==> src/rtl/mux_sched_pkg.sv <==
// Shared types and defaults for the two-lane output scheduler.
// Build option: MUX_SCHED_STRICT_ALT_EN selects strict lane alternation.
package mux_sched_pkg;

    localparam int DATA_W_DEF = 4;
    localparam int CNT_W_DEF  = 8;

    typedef enum logic {
        LANE0 = 1'b0,
        LANE1 = 1'b1
    } lane_t;

    typedef enum logic {
        EMPTY = 1'b0,
        FULL  = 1'b1
    } ostate_t;

    function automatic lane_t other_lane(lane_t l);
        return (l == LANE0) ? LANE1 : LANE0;
    endfunction

endpackage

==> src/rtl/mux_sched_sat_cnt.sv <==
// Saturating up-counter with a synchronous clear that beats increment.
// Used for the per-lane grant counts in mux_sched.
module sat_cnt #(
    parameter int CNT_W = 8
) (
    input  logic             clk,
    input  logic             reset,
    input  logic             inc,
    input  logic             clr,
    output logic [CNT_W-1:0] cnt
);

    logic at_max;

    assign at_max = (cnt == {CNT_W{1'b1}});

    always_ff @(posedge clk or posedge reset) begin
        if (reset) begin
            cnt <= '0;
        end else if (clr) begin
            cnt <= '0;
        end else if (inc && !at_max) begin
            cnt <= cnt + CNT_W'(1);
        end
    end

endmodule

==> src/rtl/mux_sched.sv <==
// Two-lane round-robin scheduler feeding one registered valid/ready stage.
// Define MUX_SCHED_STRICT_ALT_EN for strict alternation (no work conservation).
module mux_sched
    import mux_sched_pkg::*;
#(
    parameter int DATA_W = DATA_W_DEF,
    parameter int CNT_W  = CNT_W_DEF
) (
    input  logic              clk,
    input  logic              reset,
    input  logic              in0_valid,
    input  logic [DATA_W-1:0] in0_data,
    output logic              in0_ready,
    input  logic              in1_valid,
    input  logic [DATA_W-1:0] in1_data,
    output logic              in1_ready,
    output logic              out_valid,
    output logic [DATA_W-1:0] out_data,
    output logic              out_lane,
    input  logic              out_ready,
    input  logic              cnt_clr,
    output logic [CNT_W-1:0]  grant_cnt0,
    output logic [CNT_W-1:0]  grant_cnt1
);

    ostate_t           state;
    ostate_t           state_nxt;
    lane_t             last_lane;
    lane_t             out_lane_q;
    lane_t             gnt_lane;
    logic              gnt_vld;
    logic              load_en;
    logic [DATA_W-1:0] gnt_data;

    // Single-entry stage: a beat may load while the held one drains.
    assign load_en = !out_valid || out_ready;

`ifdef MUX_SCHED_STRICT_ALT_EN
    always_comb begin
        gnt_vld  = 1'b0;
        gnt_lane = other_lane(last_lane);
        if (load_en) begin
            gnt_vld = (gnt_lane == LANE0) ? in0_valid : in1_valid;
        end
    end
`else
    logic both_v;
    logic only0_v;
    logic only1_v;

    assign both_v  = in0_valid && in1_valid;
    assign only0_v = in0_valid && !in1_valid;
    assign only1_v = !in0_valid && in1_valid;

    always_comb begin
        gnt_vld  = 1'b0;
        gnt_lane = LANE0;
        if (load_en) begin
            unique case (1'b1)
                both_v: begin
                    gnt_vld  = 1'b1;
                    gnt_lane = other_lane(last_lane);
                end
                only0_v: begin
                    gnt_vld  = 1'b1;
                    gnt_lane = LANE0;
                end
                only1_v: begin
                    gnt_vld  = 1'b1;
                    gnt_lane = LANE1;
                end
                default: begin
                    gnt_vld  = 1'b0;
                    gnt_lane = LANE0;
                end
            endcase
        end
    end
`endif

    assign gnt_data = (gnt_lane == LANE0) ? in0_data : in1_data;

    // Readies are held low while reset is asserted.
    assign in0_ready = !reset && gnt_vld && (gnt_lane == LANE0);
    assign in1_ready = !reset && gnt_vld && (gnt_lane == LANE1);

    always_ff @(posedge clk or posedge reset) begin
        if (reset) begin
            state <= EMPTY;
        end else begin
            state <= state_nxt;
        end
    end

    always_comb begin
        state_nxt = state;
        unique case (state)
            EMPTY: begin
                if (gnt_vld) begin
                    state_nxt = FULL;
                end
            end
            FULL: begin
                if (gnt_vld) begin
                    state_nxt = FULL;
                end else if (out_ready) begin
                    state_nxt = EMPTY;
                end
            end
            default: state_nxt = EMPTY;
        endcase
    end

    always_comb begin
        out_valid = (state == FULL);
        out_lane  = out_lane_q;
    end

    always_ff @(posedge clk or posedge reset) begin
        if (reset) begin
            out_data   <= '0;
            out_lane_q <= LANE0;
            last_lane  <= LANE1;
        end else if (gnt_vld) begin
            out_data   <= gnt_data;
            out_lane_q <= gnt_lane;
            last_lane  <= gnt_lane;
        end
    end

    sat_cnt #(
        .CNT_W (CNT_W)
    ) u_cnt0 (
        .clk   (clk),
        .reset (reset),
        .inc   (gnt_vld && (gnt_lane == LANE0)),
        .clr   (cnt_clr),
        .cnt   (grant_cnt0)
    );

    sat_cnt #(
        .CNT_W (CNT_W)
    ) u_cnt1 (
        .clk   (clk),
        .reset (reset),
        .inc   (gnt_vld && (gnt_lane == LANE1)),
        .clr   (cnt_clr),
        .cnt   (grant_cnt1)
    );

endmodule

==> config.mk <==
export PLATFORM = sky130hd
export DESIGN_NAME = mux_sched
export DESIGN_NICKNAME = d
export VERILOG_FILES = /design/src/rtl/mux_sched_pkg.sv /design/src/rtl/mux_sched_sat_cnt.sv /design/src/rtl/mux_sched.sv
export SDC_FILE = /design/constraint.sdc
export NUM_CORES = 1
export LEC_CHECK = 0
export CORE_ASPECT_RATIO = 0.7
export CORE_MARGIN = 1.5
export CORE_UTILIZATION = 46
export DETAILED_ROUTE_END_ITERATION = 12
export PLACE_DENSITY = 0.86
export SLEW_MARGIN = 5
export SYNTH_ARGS = -nofsm -noshare
export SYNTH_HDL_FRONTEND = slang
export SYNTH_SLANG_ARGS = --single-unit
==> constraint.sdc <==
create_clock -name clk -period 2 [get_ports clk]
set_input_delay 0.2 -clock clk [delete_from_list [all_inputs] [get_ports clk]]
set_output_delay 0.2 -clock clk [all_outputs]
set_load 0.01 [all_outputs]
==> results of run 1 <==
==> critical path: cells and delay by family <==
kind	cells	cell delay, ps
buffers and inverters	2	1070
and+or+nand+nor	3	340
==> sequential cells by signal (all words and copies together), names as in the netlist <==
register / cells
u_cnt0.cnt: 8
u_cnt1.cnt: 8
out_data: 4
last_lane: 1
out_lane: 1
out_valid: 1
==> cell usage in the layout (no fill, tap or decap), types with 3 or more instances in the layout <==
master	Yosys	layout
nand2_1	9	9
nand2b_1	4	4
a21oi_1	7	7
o21ai_0	3	3
inv_1	5	5
clkdlybuf4s50_1	0	36
or3_1	3	3
nor2_1	7	7
a222oi_1	4	4
and3_1	3	3
a31oi_1	3	3
buf_4	0	4
nor3_1	4	4
clkbuf_8	1	3
nand3_1	7	7
nor2b_1	5	5
dfrtp_1	22	22
==> logic make-up after synthesis <==
| kind of cell | after synthesis | share of synthesized area [%] |
|---|---|---|
| AOI/OAI and AO/OA | 27 | 15.48 |
| adders and majority gates | 2 | 2.010 |
| buffers and inverters | 9 | 4.421 |
| DFF | 23 | 46.33 |
| muxes | 5 | 4.321 |
| and+or+nand+nor | 57 | 27.44 |
==> per-layer routing <==
layer | GRT usage, % | up-vias
met3 | 6.112 | 5
met5 | 0 | -
met2 | 37.96 | 39
li1 | - | 542
met1 | 29.79 | 543
met4 | 5.417 | 0
==> stage by stage <==
step	power (mW)	utilization [%]	std cells	cell area [um^2]
after floorplan	0.6112	-	123	1245
after detailed placement	0.7162	65.67	194	1652
after global routing	1.045	67.56	198	1699
final	0.9985	67.56	198	1699
after CTS	1.003	67.46	198	1697
after global placement	0.7058	65.67	194	1652
==> where the power goes <==
part	switching, mW	total (mW)	leakage [nW]	internal [mW]
Combinational	0.0881	0.194	0.411	0.106
Clock	0.148	0.291	0.0228	0.142
Sequential	0.0214	0.514	0.304	0.493
Total	0.258	0.998	0.738	0.741
==> worst max path at each step <==
| stage | end | start | cells after the start |
|---|---|---|---|
| 3_3_place_gp | u_cnt1.cnt[0] | out_ready | 6 |
| 2_1_floorplan | u_cnt0.cnt[0] | last_lane | 5 |
| 4_1_cts | in0_ready | last_lane | 4 |
| 3_5_place_dp | u_cnt1.cnt[0] | out_ready | 6 |
| 5_1_grt | in1_ready | in0_valid | 5 |
| 6_report | in1_ready | in0_valid | 5 |
==> layout make-up <==
class                           count  area (um^2)
Clock buffer                        4        45.04
Fill cell                         192        815.8
Inverter                            5        18.77
Multi-Input combinational cell     91        613.1
Sequential cell                    23        576.8
Tap cell                           34        42.54
Timing Repair Buffer               41        402.9
==> metrics.md, run 1 <==
| Metric | Value |
|---|---|
| Number of synthesized flops with an enable pin | 0 |
| Top routing layer used | met4 |
| Cell taking the most area after synthesis | dfrtp_1 |
| Cts bufs inserted | 3 |
| Layout area overhead | 36.48% |
| P_leak | approximately 0.74 nW |
| Worst Skew | slightly below 3 ps |
| Post-synthesis sequential area ratio | between 40% and 50% |
| Pin count of the biggest net entering global routing | 14 |
| Slew @ Worst Pin | between 600 and 700 ps |
| WP data required | approximately 1800 ps |
| Final hold vios | 0 |
| Post-synth top cells | dfrtp_1, nand2_1, a21oi_1, nand3_1, nor2_1 |
| # hold bufs at CTS | 0 |
| DRT Pass-1 Iters | 4 |
| Share of layout cells above drive strength 1 | 11.59% |
| I/O Pins | 38 |
| CTS Sinks | 23 |
| Fmax | approximately 550 MHz |
| CP Data Arrival Time | approximately 1600 ps |
| Global-route total usage across every layer | 22.67% |
| Area of the die | a little over 3000 um^2 |
| First-pass GRT wire length | around 5000 um |
| Reg2reg setup slack | between 300 and 400 ps |
| RSZ-0062 raised after global routing | false |
| RR Endpoint | u_cnt0.cnt[0] |
| Status | complete, no violations |
| Hold WC Path Type | primary input to async pin |
| Total of max-cap violations | 0 |
| Syn_nets | roughly 140 |
| DIE WIDTH | ~65 um |
| Setup TNS | 0 ps |
| Count of different cell masters after synthesis | 45 |
| Hold WS | between 300 and 400 ps |
| Root Driver | clkbuf_8 |
| Cell row count | 15 |
| CP max stage cell | clkdlybuf4s50_1 |
| Asr flop ratio synth | 100.0% |
| Antenna diode count | 0 |
| IO Port Bufs | 37 |
| Max Slew Vio Count | 0 |
| Number of vias per cell | about 5.7 |
| Setup crit end kind | primary output |
| CP dominant cell by count | clkdlybuf4s50_1 |
| Most numerous cell in the Yosys netlist | dfrtp_1 |
| Clk buf depth | 2 |
| Die height | about 47 um |
| Reg clk slew, reported paths | roughly 80 ps |
| Top FF cell, synth | dfrtp_1 |
| CTS tree | built |
| Clk_lat worst skew | approximately 270 ps |
| Setup violators final | 0 |
| Pwr dens | 587.6 nW/um^2 |
| Pre-CTS WS | slightly below 70 ps |
| Reg-to-Reg Start | last_lane |
| FF-to-FF path depth | 4 |
| VDD IR max | between 0.0005 and 0.0006 V |
| Area of the mapped netlist | approximately 1200 um^2 |
| H-tree Lvls | 1 |
| Synthesized flop and latch total | 23 |
| Sequence of cells on the critical path | clkdlybuf4s50_1, nand2_2, nand3_2, nor2_1, clkdlybuf4s50_1 |
| Synth warn | 0 |
| Final worst slack | 190.2 ps |
| Initial antenna violation count | 0 |
| Synth top area cells | dfrtp_1, a222oi_1, a21oi_1 |
| Starting Density | between 40% and 50% |
| Crit-path max cell delay | ~550 ps |
| Critical path fanouts, max | 7 |
| Detailed-route via count | around 1100 |
| Post-route minimum period | about 1800 ps |
| Metal3 WL | 192 um |
| Core footprint | around 2500 um^2 |
| Number of global-route vias before repair | between 1000 and 1500 |
| Starting DRC count in detailed routing | slightly below 90 |
| Drt drc | 0 |
| Grt ovf | 0 |
| Post-CTS Setup Inserts | 0 |
| Total Nets Final | around 180 |
| Routed length per placed instance | 15.50 um |
| Post-synthesis area per instance | a little over 10 um^2 |
| GPL Wtd Cong | 0.8310 |
| Antenna viol nets, final | 0 |
| Synthesized instance count | between 100 and 150 |
| Detail Placement HPWL | 2353 um |
| Post-CTS sizing | 0 |
| Tcrit/Tclk final | around 90% |
| M1 wire length | approximately 1400 um |
| Crit Path Class | primary input to primary output |
| CP startpoint kind | primary input |
| WL final | around 3100 um |
| Slew margin rel. | a little over half |
| Met2 Wirelength | ~1500 um |
| Area share of the largest cell type after synthesis | between 40% and 50% |
(Power assumes the default switching activity.)
==> run 2: changes to the inputs <==
==> constraint.sdc (replaced) <==
create_clock -name clk -period 2 [get_ports clk]
set_input_delay 0.2 -clock clk [delete_from_list [all_inputs] [get_ports clk]]
set_output_delay 0.2 -clock clk [all_outputs]
set_load 0.02 [all_outputs]
==> run 2 against run 1 <==
Total power rose by 0.74%; combinational power rose by 9%; utilization fell by 0.15 points; sequential cell count did not move; clock skew rose by 2.0 ps; critical endpoint unchanged; critical path depth did not move; global-route usage fell by 0.084 points; fmax fell by 3.5%.
==> metrics.md, run 2 (synthesis results as in run 1) <==
| Metric | Value |
|---|---|
| Setup violators final | 0 (unchanged) |
| Drt drc | 0 (unchanged) |
| Post-route cell area | 1695 um^2 (-0.22%) |
| Worst Skew | 4.935 ps (+1.992 ps) |
| Cts bufs inserted | 3 (unchanged) |
| Critical path fanouts, max | 7 (unchanged) |
| WP data required | 1800 ps (about the same) |
| Cell row count | 15 (unchanged) |
| Final worst slack | 125.3 ps (-64.95 ps) |
| Routed length per placed instance | 15.63 um (+0.85%) |
| Pin count of the biggest net entering global routing | 24 (+10) |
| Reg clk slew, reported paths | 80 ps (about the same) |
| Share of layout cells above drive strength 1 | 11.59% (unchanged) |
| CTS Sinks | 23 (unchanged) |
| Placed insts | 194 (unchanged) |
| Starting Density | 49.50% (unchanged) |
| Top flop regs | u_cnt0.cnt (8), u_cnt1.cnt (8), out_data (4) |
| Core footprint | 2515 um^2 (unchanged) |
| Die height | 46.53 um (unchanged) |
| Starting DRC count in detailed routing | 77 (-13%) |
| CTS tree | built |
| Post-route minimum period | 1875 ps (+64.95 ps) |
| Antenna diode count | 0 (unchanged) |
| Pre-CTS WS | 79.70 ps (+11.33 ps) |
| Sw Share | 26.41% (+0.58 points) |
| Final hold vios | 0 (unchanged) |
| Tcrit/Tclk final | 93.74% (+3.2 points) |
| Initial antenna violation count | 0 (unchanged) |
| CP Data Arrival Time | 1670 ps (+60 ps) |
| Hold WC Path Type | primary input to async pin |
| Setup TNS | 0 ps (unchanged) |
| I/O Pins | 38 (unchanged) |
| Crit Path Class | primary input to primary output |
| Layout filler cell count | 220 (+15%) |
| Layout area overhead | 36.18% |
| Final Core Density | 67.41% (-0.15 points) |
| Final Non-Filler Cells | 198 (unchanged) |
| Switching power total | 0.2656 mW (+3.0%) |
| FF-to-FF path depth | 4 (unchanged) |
| Total of max-cap violations | 0 (unchanged) |
| WL final | 3095 um (+0.85%) |
| Most frequent cells in the layout | clkdlybuf4s50_1, dfrtp_1, nand2_1 |
| Status | complete, no violations |
| GPL Wtd Cong | 0.8060 (-3.0%) |
| Slew @ Worst Pin | 685.3 ps (-8.001 ps) |
| Hold WS | 369.8 ps (+22.40 ps) |
| # hold bufs at CTS | 0 (unchanged) |
| P_leak | 0.7251 nW (-1.7%) |
| Number of global-route vias before repair | 1082 (+2.9%) |
| Grt ovf | 0 (unchanged) |
| Most common cell after layout, fill and taps aside | clkdlybuf4s50_1 |
| First-pass GRT wire length | 5043 um (-0.55%) |
| Total Nets Final | 181 (unchanged) |
| Detail Placement HPWL | 2382 um (+1.2%) |
| RR Endpoint | u_cnt0.cnt[0] |
| DIE WIDTH | 65.18 um (unchanged) |
| Antenna viol nets, final | 0 (unchanged) |
| P_int | 0.7402 mW (about the same) |
| Number of vias per cell | 5.788 (+1.5%) |
| Dpl cell area | 1652 um^2 (unchanged) |
| Detailed-route via count | 1146 (+1.5%) |
| IO Port Bufs | 37 (unchanged) |
| Fmax | 533.4 MHz (-3.5%) |
| Global-route total usage across every layer | 22.58% (-0.084 points) |
| Clk_lat worst skew | 260 ps (about the same) |
| Seq pwr share | 51.1% (-0.4 points) |
| Reg2reg setup slack | 310 ps (about the same) |
| Setup crit end kind | primary output |
| Root Driver | clkbuf_8 |
| Area of the die | 3033 um^2 (unchanged) |
| Total Power | 1.006 mW (+0.74%) |
| Max Slew Vio Count | 0 (unchanged) |
| Pwr dens | 593.3 nW/um^2 (+0.96%) |
| RSZ-0062 raised after global routing | false |
| Slew margin rel. | 53.83% (+0.54 points) |
| Reg-to-Reg Start | last_lane |
| Clk buf depth | 2 (unchanged) |
| VDD IR max | 0.0004019 V (-20%) |
| DRT Pass-1 Iters | 4 (unchanged) |
| CP startpoint kind | primary input |
| Combinational group share of total power | 21.1% (+1.7 points) |
| Clock share of power | 27.8% (-1.3 points) |
| H-tree Lvls | 1 (unchanged) |
==> run 2: cell count changes in the layout (fill, tap and decap cells not counted) <==
cell / before / now
dlymetal6s2s_1: 1 / 0
dlygate4sd2_1: 0 / 1
==> run 2: power groups by stage <==
stage	combinational, mW	sequential, mW	clock, mW
6_report	0.212	0.514	0.280
3_3_place_gp	0.205	0.520	0
5_1_grt	0.229	0.518	0.312
2_1_floorplan	0.0830	0.547	0
4_1_cts	0.214	0.514	0.287
3_5_place_dp	0.213	0.523	0
==> run 2: critical path: stages <==
cell and delay [ps]:
clkdlybuf4s50_1 510, nand2_2 140, nand3_2 100, nor2_1 110, clkdlybuf4s50_1 610
==> run 2: metal layers <==
metal  global-route usage [%]  share of wire, %  up-vias
li1                         -                 -      542
met1                    29.12                43      562
met2                    39.18                50       37
met3                    4.890               5.6        5
met4                    6.250               1.0        0
met5                        0                 0        -
==> run 2: how the worst max path moves through the flow <==
stage / from / to / cells past startpoint
finish: in0_valid / in1_ready / 5
global route: out_ready / in1_ready / 5
CTS: out_ready / in1_ready / 5
detailed placement: in1_valid / in0_ready / 5
global placement: out_ready / in1_ready / 5
floorplan: out_valid / u_cnt1.cnt[5] / 4
==> run 2: layout make-up <==
| cell class | count | area (um^2) | area share, % |
|---|---|---|---|
| inverter | 5 | 18.77 | 1.107 |
| clock buffer | 4 | 45.04 | 2.657 |
| tap | 34 | 42.54 | 2.509 |
| timing repair buffer | 41 | 399.1 | 23.54 |
| multi-input combinational | 91 | 613.1 | 36.16 |
| sequential | 23 | 576.8 | 34.02 |
==> run 2: timing repair <==
item | in CTS | in global routing
buffers inserted | 0 | 0
setup endpoints to repair | 1 | 0
resized for setup | 1 | 0
==> run 3: changes to the inputs <==
Settings changed: ABC_AREA from default to 1, CORE_UTILIZATION 46 to 47.
==> run 3 against run 2 <==
Sequential power is essentially flat; fmax shrank 1.2%; global-route usage shrank 0.54 points; synthesized cell count grew 44%; setup slack lost 22 ps; die area grew 2.2%; critical path depth grew 1; non-clock buffer count is the same; synthesized area grew 4.5%; register-to-register slack gained 170 ps; utilization grew 3.1 points; sequential share of layout area shrank 1.7 points.
==> metrics.md, run 3 <==
| Metric | Value |
|---|---|
| Initial antenna violation count | 0 (unchanged) |
| I/O Pins | 38 (unchanged) |
| Clk_lat worst skew | 260 ps (about the same) |
| CTS Sinks | 23 (unchanged) |
| Pin count of the biggest net entering global routing | 17 (-29%) |
| Crit Path Class | primary input to primary output |
| Pwr dens | 574.7 nW/um^2 (-3.1%) |
| Slew @ Worst Pin | 311.3 ps (-374.0 ps) |
| Layout area overhead | 37.31% |
| Core footprint | 2534 um^2 (+0.75%) |
| CP startpoint kind | primary input |
| Starting DRC count in detailed routing | 91 (+18%) |
| Area share of the largest cell type after synthesis | 42.31% (-1.9 points) |
| VDD IR max | 0.0005642 V (+40%) |
| Drt drc | 0 (unchanged) |
| RSZ-0062 raised after global routing | false |
| Area of the mapped netlist | 1301 um^2 (+4.5%) |
| Tcrit/Tclk final | 94.84% (+1.1 points) |
| Most numerous cell in the Yosys netlist | nand2_1 |
| Xor and xnor area share after synthesis | 3.365% (+3.4 points) |
| Post-route minimum period | 1897 ps (+22.03 ps) |
| Most frequent cells in the layout | nand2_1, clkdlybuf4s50_1, dfrtp_1 |
| DIE WIDTH | 65.89 um (+1.1%) |
| Root Driver | clkbuf_8 |
| CTS tree | built |
| Critical path fanouts, max | 3 (-4) |
| Layout filler cell count | 214 (-2.7%) |
| Clk buf depth | 2 (unchanged) |
| Final Core Density | 70.52% (+3.1 points) |
| Setup crit end kind | primary output |
| Number of global-route vias before repair | 1226 (+13%) |
| Worst Skew | 2.170 ps (-2.765 ps) |
| Detail Placement HPWL | 2332 um (-2.1%) |
| Main combinational cell family by area after synthesis | simple AND/OR/NAND/NOR gates |
| Top FF cell, synth | dfrtp_1 |
| Storage element area | 576.8 um^2 (unchanged) |
| Fmax | 527.2 MHz (-1.2%) |
| Number of vias per cell | 5.098 (-12%) |
| Reg clk slew, reported paths | 80 ps (about the same) |
| Most common cell after layout, fill and taps aside | nand2_1 |
| Antenna viol nets, final | 0 (unchanged) |
| Cell row count | 15 (unchanged) |
| Number of synthesized flops with an enable pin | 0 (unchanged) |
| Area of the die | 3098 um^2 (+2.2%) |
| Post-synthesis simple-gate area fraction | 42.12% (+15 points) |
| Setup TNS | 0 ps (unchanged) |
| Post-CTS Setup Inserts | 0 (unchanged) |
| Die height | 47.03 um (+1.1%) |
| WL final | 3044 um (-1.6%) |
| Antenna diode count | 0 (unchanged) |
| WP data required | 1800 ps (about the same) |
| IO Port Bufs | 37 (unchanged) |
| H-tree Lvls | 1 (unchanged) |
| Starting Density | 51.36% (+1.9 points) |
| GPL Wtd Cong | 0.8610 (+6.8%) |
| Final hold vios | 0 (unchanged) |
| Max Slew Vio Count | 0 (unchanged) |
| Grt ovf | 0 (unchanged) |
| Total Nets Final | 238 (+31%) |
| Cell taking the most area after synthesis | dfrtp_1 |
| P_leak | 0.9049 nW (+25%) |
| Mux contribution to synthesized area | 0% (-4.3 points) |
| Setup violators final | 0 (unchanged) |
| Area of the multi-input gates | 636.9 um^2 (+3.9%) |
| Cts bufs inserted | 3 (unchanged) |
| Synth warn | 0 (unchanged) |
| Synthesized instance count | 177 (+44%) |
| Post-Synth Adder-Cell Area | 1.923% (-0.087 points) |
| Routed length per placed instance | 11.94 um (-24%) |
| Count of different cell masters after synthesis | 21 (-53%) |
| Status | complete, no violations |
| Total of max-cap violations | 0 (unchanged) |
| Hold WC Path Type | primary input to async pin |
| Slew margin rel. | 79.22% (+25 points) |
| Global-route total usage across every layer | 22.04% (-0.54 points) |
| Synthesized flop and latch total | 23 (unchanged) |
| Post-synth top cells | nand2_1, dfrtp_1, nand3_1 |
| Complex-gate fraction of the synthesized area | 1.538% (-14 points) |
| DRT Pass-1 Iters | 4 (unchanged) |
| Syn_nets | 193 (+39%) |
| Share of layout cells above drive strength 1 | 7.692% (-3.9 points) |
| Detailed-route via count | 1300 (+13%) |
| Post-synthesis area per instance | 7.352 um^2 (-27%) |
| Asr flop ratio synth | 100.0% (unchanged) |
| Synth top area cells | dfrtp_1, nand2_1, nand3_1 |
| First-pass GRT wire length | 5133 um (+1.8%) |
| Top flop regs | u_cnt0.cnt (8), u_cnt1.cnt (8), out_data (4) |
| CP Data Arrival Time | 1700 ps (+30 ps) |
| Post-synthesis sequential area ratio | 44.33% (-2.0 points) |
[run 3: report_power, final]
group / switching, mW / total (mW) / internal [mW]
Clock: 0.151 / 0.294 / 0.142
Sequential: 0.0210 / 0.514 / 0.493
Combinational: 0.120 / 0.219 / 0.0989
[run 3: layout make-up]
type                    count  share of cell area [%]
multi-input cells         131                   35.64
flip-flops and latches     23                   32.28
repair buffers             41                   22.55
inverters                  22                   4.622
clock buffers               4                   2.521
well taps                  34                   2.381
[run 3: critical path, cell delays in order]
cell and delay (ps):
clkdlybuf4s50_1 480, inv_1 40, nand2_1 100, nand2_1 90, nor3_1 140, clkdlybuf4s50_1 640
[run 3: layer usage]
| layer | wire [um] | GRT usage [%] |
|---|---|---|
| met4 | 14 | 4.583 |
| met1 | 1343 | 27.19 |
| met3 | 182 | 5.995 |
| met5 | 0 | 0 |
| met2 | 1503 | 40.00 |
[run 3: worst paths after layout]
path / end / slack, ps / from / cells past startpoint
max in group asynchronous: last_lane / 1170 / reset / 3
hold reg to reg: last_lane / 480 / last_lane / 2
min in group clk: last_lane / 480 / last_lane / 2
hold / removal: out_valid / 240 / reset / 2
setup / recovery: in1_ready / 100 / out_ready / 6
setup reg to reg: u_cnt0.cnt[3] / 480 / last_lane / 8
[run 3: what timing repair did]
item | CTS | global route
endpoints found under the setup margin | 0 | 1
resized for setup | 0 | 1
hold buffers | 0 | 0
[run 3: cells by family (layout without fill, tap and decap cells)]
| kind of cell | after synthesis | in the layout |
|---|---|---|
| AND/OR/NAND/NOR | 121 | 121 |
| flip-flops | 23 | 23 |
| buffers and inverters | 23 | 67 |
| XOR/XNOR | 5 | 5 |
| AO/OA/AOI/OAI | 3 | 3 |
| adder cells (fa/ha/maj) | 2 | 2 |
[run 3: metrics by stage]
stage                     hold slack [ps]  std cells  total power [mW]  setup slack [ps]  cell area, um^2
final                               243.5        255             1.027             103.2             1787
after floorplan                     201.2        177            0.6298             587.9             1301
after detailed placement            465.2        251            0.7428             108.2             1739
after global placement              460.8        251            0.7345             129.1             1739
after global routing                258.9        255             1.071             34.68             1787
after CTS                           253.7        255             1.034             21.43             1784
